File: config.mk
export PLATFORM = sky130hd
export DESIGN_NAME = stream_max_min_tracker
export DESIGN_NICKNAME = d
export VERILOG_FILES = /design/src/rtl/stream_max_min_tracker.sv
export SDC_FILE = /design/constraint.sdc
export NUM_CORES = 1
export LEC_CHECK = 0
export ABC_AREA = 1
export CAP_MARGIN = 20
export CELL_PAD_IN_SITES_DETAIL_PLACEMENT = 0
export CELL_PAD_IN_SITES_GLOBAL_PLACEMENT = 1
export CORE_ASPECT_RATIO = 1.2
export CORE_MARGIN = 5
export CORE_UTILIZATION = 25
export CTS_CLUSTER_SIZE = 16
export DETAILED_ROUTE_END_ITERATION = 7
export PLACE_DENSITY = 0.56
export SKIP_CTS_REPAIR_TIMING = 1
export SLEW_MARGIN = 15
export SYNTH_ARGS = -nofsm -noshare
export SYNTH_HDL_FRONTEND = slang
export SYNTH_SLANG_ARGS = --single-unit
File: constraint.sdc
create_clock -name clk -period 2.05 [get_ports clk]
set_clock_uncertainty 0.2 [all_clocks]
set_input_delay 0.205 -clock clk [delete_from_list [all_inputs] [get_ports clk]]
set_output_delay 0.205 -clock clk [all_outputs]
set_load 0.02 [all_outputs]
File: src/rtl/stream_max_min_tracker.sv
// stream_max_min_tracker: per-frame running max/min/beat-count over a valid/ready stream.
// Define MAXIDX_EN to add the out_max_idx port and its index register.
module stream_max_min_tracker #(
    parameter int WIDTH = 8,
    parameter int CNT_W = 8
) (
    input  logic             clk,
    input  logic             rst,
    input  logic             in_valid,
    output logic             in_ready,
    input  logic [WIDTH-1:0] in_data,
    input  logic             in_last,
    output logic             out_valid,
    input  logic             out_ready,
    output logic [WIDTH-1:0] out_max,
    output logic [WIDTH-1:0] out_min,
    output logic [CNT_W-1:0] out_cnt
`ifdef MAXIDX_EN
    ,
    output logic [CNT_W-1:0] out_max_idx
`endif
);
    typedef enum logic [1:0] {IDLE, ACCUM, HOLD} state_t;
    state_t           r_state;
    logic             r_in_ready;
    logic             r_out_valid;
    logic [WIDTH-1:0] r_max;
    logic [WIDTH-1:0] r_min;
    logic [CNT_W-1:0] r_cnt;
    logic [CNT_W-1:0] w_cnt_inc;
    logic             w_beat;
`ifdef MAXIDX_EN
    logic [CNT_W-1:0] r_idx;
`endif
    assign w_beat    = in_valid && r_in_ready;
    assign w_cnt_inc = (r_cnt == {CNT_W{1'b1}}) ? r_cnt : r_cnt + 1'b1;
    // in_ready is registered so it drops during reset and only depends on state
    always_ff @(posedge clk or posedge rst) begin
        if (rst) begin
            r_state     <= IDLE;
            r_in_ready  <= 1'b0;
            r_out_valid <= 1'b0;
            r_max       <= '0;
            r_min       <= '0;
            r_cnt       <= '0;
`ifdef MAXIDX_EN
            r_idx       <= '0;
`endif
        end else begin
            case (r_state)
                IDLE: begin
                    r_in_ready <= 1'b1;
                    if (w_beat) begin
                        r_max <= in_data;
                        r_min <= in_data;
                        r_cnt <= {{(CNT_W-1){1'b0}}, 1'b1};
`ifdef MAXIDX_EN
                        r_idx <= '0;
`endif
                        r_state     <= in_last ? HOLD : ACCUM;
                        r_in_ready  <= !in_last;
                        r_out_valid <= in_last;
                    end
                end
                ACCUM: begin
                    if (w_beat) begin
                        if (in_data > r_max) begin
                            r_max <= in_data;
`ifdef MAXIDX_EN
                            r_idx <= r_cnt;
`endif
                        end
                        if (in_data < r_min) r_min <= in_data;
                        r_cnt       <= w_cnt_inc;
                        r_state     <= in_last ? HOLD : ACCUM;
                        r_in_ready  <= !in_last;
                        r_out_valid <= in_last;
                    end
                end
                HOLD: begin
                    if (out_ready) begin
                        r_state     <= IDLE;
                        r_in_ready  <= 1'b1;
                        r_out_valid <= 1'b0;
                    end
                end
                default: begin
                    r_state     <= IDLE;
                    r_in_ready  <= 1'b1;
                    r_out_valid <= 1'b0;
                end
            endcase
        end
    end
    assign in_ready  = r_in_ready;
    assign out_valid = r_out_valid;
    assign out_max   = r_max;
    assign out_min   = r_min;
    assign out_cnt   = r_cnt;
`ifdef MAXIDX_EN
    assign out_max_idx = r_idx;
`endif
endmodule
Word level (Yosys, flattened, before mapping)
Index checks and enable logic that the tools add are counted.
{ "totals": {"reg_bits": 28, "input_bits": 13, "output_inout_bits": 26} }
{ "op_classes": {"n_eq_ne": 10, "n_mux": 22, "n_addsub": 1, "order_cmp": 2, "reduce_logical": 10} }
{ "op_table": {"columns": ["operator", "n"], "rows": [
  ["2-to-1 mux 8 bit", 8],
  ["case mux 8 bit (2 select lines)", 3],
  ["!= test 2 bit, second input constant", 6],
  ["AND reduction 4 bit", 3],
  ["adder 8 x 1 -> 8 bit, second input constant", 1],
  ["== test 8 bit, second input constant", 1],
  ["greater-than comparator 8 bit", 1],
  ["less-than comparator 8 bit", 1],
  ["2-to-1 mux 2 bit", 3],
  ["2-to-1 mux 1 bit", 5],
  ["case mux 2 bit (2 select lines)", 1],
  ["AND reduction 2 bit", 2],
  ["case mux 1 bit (3 select lines)", 1],
  ["== test 2 x 1 -> 1 bit, second input constant", 1],
  ["== test 2 bit, second input constant", 1],
  ["logical NOT 2 bit", 1],
  ["!= test 2 x 1 -> 1 bit, second input constant", 1],
  ["case mux 1 bit (2 select lines)", 1],
  ["nonzero test 2 bit", 1],
  ["OR reduction 2 bit", 1],
  ["logical AND 1 bit", 1],
  ["logical NOT 1 bit", 1]
]} }

Logic depth before layout (Yosys ltp)
Gate-level depths: netlist (run 1).
{ "logic_depth": {"depth_word": 4, "mapped_depth": 14, "mapped_depth_nobuf": 14} }

Worst setup path before layout (run 1)
Ideal clock, no wire load.
{ "synth_path": {"path_kind": "reg2reg", "startpoint": "register r_max[7] (netlist: out_max[7])", "endpoint": "register r_max[0] (netlist: out_max[0])", "n_path_buf": 0, "slack_ps": 213, "arrival_time_ps": 1519, "setup_time_ps": 117, "path_stages_with_launch": 12, "period_less_slack_ps": 1837, "cell_sequence": "dfrtp_1 > inv_1 > ha_1 > nand2_1 > nor2_1 > nand2_1 > nand2_1 > nand2_1 > nand2_2 > nand2_1 > nand2_1 > nand2_1"} }
{ "synth_via": {"elab_chain_cells": 3} }
{ "synth_lines": {"columns": ["item", "line", "text"], "rows": [
  ["from (decl)", "27", "logic [WIDTH-1:0] r_max;"],
  ["from (signal assigned)", "54", "r_max <= in_data;"],
  ["from (signal assigned)", "68", "r_max <= in_data;"],
  ["greater-than comparator 8 bit", "67", "if (in_data > r_max) begin"],
  ["!= test 2 bit (no source line)", null, null],
  ["AND reduction 4 bit (no source line)", null, null]
]} }
No other way between the ends.
A chain may end at the register's enable or synchronous reset.

Final worst setup path (run 1)
{ "layout_path": {"startpoint": "register r_cnt[0] (netlist: out_cnt[0])", "endpoint": "register r_cnt[7] (netlist: out_cnt[7])"} }
{ "layout_via": {"elab_chain_cells": 4, "word_cells_on_any_way": 7} }
{ "layout_lines": {"columns": ["item", "line", "text"], "rows": [
  ["from (decl)", "29", "logic [CNT_W-1:0] r_cnt;"],
  ["from (signal assigned)", "56", "r_cnt <= {{(CNT_W-1){1'b0}}, 1'b1};"],
  ["from (signal assigned)", "74", "r_cnt <= w_cnt_inc;"],
  ["adder 8 x 1 -> 8 bit", "36", "assign w_cnt_inc = (r_cnt == {CNT_W{1'b1}}) ? r_cnt : r_cnt + 1'b1;"],
  ["2-to-1 mux 8 bit", "36", null],
  ["2-to-1 mux 8 bit", "66", "if (w_beat) begin"],
  ["case mux 8 bit (2 select lines)", "50", "case (r_state)"]
]} }
Several ways; a longest one is shown, not always the timed one. The select of a mux whose other input is x is not followed.

==> results of run 1 <==
layout make-up:
class / instances / area, um^2
clock buffer: 3 / 41.3
clock inverter: 1 / 5.00
fill: 722 / 4150
inverter: 32 / 120
multi-input combinational: 155 / 868
sequential: 27 / 676
tap: 85 / 106
timing repair buffer: 55 / 520
power by group through the flow:
stage | logic, W | registers, W | clock network (W)
floorplan | 0.000588 | 0.00102 | 0
global placement | 0.00136 | 0.000871 | 0
detailed placement | 0.00138 | 0.000867 | 0
CTS | 0.00138 | 0.000857 | 0.000328
global route | 0.00153 | 0.000873 | 0.000340
finish | 0.00136 | 0.000848 | 0.000311
layout by cell type (no fill, tap or decap), types with 2 or more instances in the layout:
cell type,Yosys,routed
a21oi_1,8,8
buf_4,0,16
clkbuf_8,0,3
clkdlybuf4s50_1,0,38
dfrtp_1,27,27
ha_1,16,16
inv_1,28,28
inv_2,4,4
nand2_1,69,68
nand2_2,6,7
nand3_1,21,21
nor2_1,11,11
nor2_2,2,2
o21ai_0,3,3
o21ai_2,6,6
or2_2,2,2
xor2_1,3,3
cell families (layout without fill, tap and decap cells):
group / Yosys count / count (layout) / synth area share [%]
DFF: 27 / 27 / 40.3
adders and majority gates: 16 / 16 / 11.9
xor gates and xnor gates: 3 / 3 / 1.57
AOI/OAI and AO/OA: 20 / 20 / 7.61
and+or+nand+nor: 116 / 116 / 30.5
buffers and inverters: 34 / 91 / 8.06
worst max-delay path, stage by stage (launching register included):
cell and delay (ps):
dfrtp_1 440, ha_1 240, nand2_1 100, nor2_2 50, nand3_1 110, nor3_2 50
nor2_2 260, inv_1 150, nand2_1 80, o21ai_0 70
sequential cells by signal (all words and copies together) (netlist names):
register	flops
in_ready	1
r_state	2
out_cnt	8
out_min	8
out_max	8
layer usage:
| metal | track usage, % | vias up | share of wire, % |
|---|---|---|---|
| met1 | 13.5 | 718 | 46 |
| li1 | - | 797 | - |
| met5 | 0 | - | 0 |
| met4 | 2.92 | 0 | 0.66 |
| met3 | 1.99 | 2 | 4.3 |
| met2 | 19.8 | 28 | 49 |
metrics by stage:
step | hold slack [ps] | util (%)
floorplan | 57.7 | -
global placement | 280 | 35.3
detailed placement | 280 | 35.3
CTS | 112 | 36.0
global route | 136 | 36.0
finish | 88.2 | 36.0
how the worst max path moves through the flow:
stage,start,end,cells after the start
after floorplan,out_max[7],out_max[0],11
after global placement,in_data[1],out_max[7],13
after detailed placement,in_data[7],out_max[2],11
after CTS,out_cnt[0],out_cnt[7],9
after global routing,out_cnt[0],out_cnt[7],9
final,out_cnt[0],out_cnt[7],9
==> flow_metrics.py, run 1 <==
metrics = {
    "outcome": {
        "status": "complete, no violations",
    },
    "synth": {
        "syn_area_per_cell_um2": 7.76,
        "synth.most_common_cell": "nand2_1",
        "seq_area_frac_synth_pct": 40.3,
        "async_flop_share_pct": 100,
        "synthTopCellsByArea": "dfrtp_1 (40%), nand2_1 (15%), ha_1 (12%)",
        "syn_area_um2": 1680,
        "netlist_instances": 216,
        "synth_common_cells": "nand2_1 (69), inv_1 (28), dfrtp_1 (27)",
        "ys_types": 24,
        "synth_flop_cell": "dfrtp_1",
        "synth_area_leader_cell": "dfrtp_1",
        "synth_top_cell_area_share_pct": 40.3,
        "synth_edf_count": 0,
        "yosysWarnings": 0,
        "syn_nets": 245,
        "ys_ff_latch": 27,
    },
    "die": {
        "die_width_um": 84.8,
        "core-area_um2": 6490,
        "initial_core_util_pct": 25.8,
        "dieHeight_um": 99.7,
        "io-pin-count": 39,
        "rows": 32,
        "die-area_um2": 8450,
    },
    "critical_path": {
        "worstPathRequired_ps": 2020,
        "worst-path-max-fanout": 7,
        "r2r_cells": 9,
        "reg2reg_to": "out_cnt[7]",
        "crit_path_end_kind": "flip-flop",
        "r2r_setup_slack_ps": 180,
        "cp.arrival_ps": 1840,
        "r2r_start": "out_cnt[0]",
        "path_class": "reg -> reg",
        "start_kind": "flip-flop",
    },
    "power_and_ir_drop": {
        "intPower_w": 0.00145,
        "power_w": 0.00251,
        "switching_power_w": 0.00106,
        "leakagePower_nw": 1.15,
        "p_sw_share_pct": 42.2,
        "power.share.clock_pct": 12.4,
        "ir_drop_v": 0.000351,
        "powerDensity_nw_per_um2": 1080,
        "seqPwrFrac_pct": 33.7,
        "combPwrFrac_pct": 53.9,
    },
    "sta": {
        "rsz0062_at_grt": "false",
        "min_period_ps": 1870,
        "finalSetupTns_ps": 0,
        "finalSetupViolations": 0,
        "min_period_over_period_pct": 91.3,
        "worst_pin_slew_ps": 361,
        "finalMaxSlewViolations": 0,
        "hold_violations": 0,
        "slew_headroom_pct": 75.9,
        "clock.fmax_ghz": 0.534,
        "setup_ws_ps": 178,
    },
    "finish": {
        "area_growth_pct": 39.4,
        "final_net_count": 303,
        "instances_no_fill": 358,
        "antenna_cells": 0,
        "final_cell_area_um2": 2340,
        "layout-drive-gt1-share_pct": 16.5,
    },
    "route": {
        "drtIter0Drc": 49,
        "via_per_inst": 4.32,
        "finalWirelength_um": 4380,
        "wire_per_inst_um": 12.2,
        "firstDrtPassIters": 4,
        "final_antenna_net_count": 0,
        "drc_errors": 0,
        "num_vias": 1545,
    },
    "global_routing": {
        "grt_pass1_wl_um": 7520,
        "grt_max_degree": 28,
        "grt_pass1_vias": 1603,
        "groute.usage.overall_pct": 11.0,
        "gr-total-overflow": 0,
        "antenna_found_initial": 0,
    },
    "clock_network": {
        "root_buffer": "clkbuf_8",
        "clockBufferDepth": 2,
        "cts_tree": "yes",
        "clk_latency_ps": 270,
        "clock_sinks": 27,
        "h-tree-depth": 1,
        "cts_buffers": 3,
        "cts.clk_slew.worst_paths_ps": 100,
    },
    "placement": {
        "dp.cells": 354,
        "dp_hpwl_um": 3500,
        "port_buffers": 38,
        "placed_area_um2": 2290,
        "gp_congestion": 0.726,
        "post-place-ws_ps": -115,
    },
    "min_path": {
        "holdCritPathClass": "in -> async",
    },
    "flow_run": {
        "drv_cap": 0,
    },
}
Power figures use the tool's default switching activity.
==> inputs of run 2 (changes only) <==
Settings changed: TNS_END_PERCENT from default to 10.
==> results of run 2 <==
The final DEF is identical to that of run 1; final timing and power are the same.
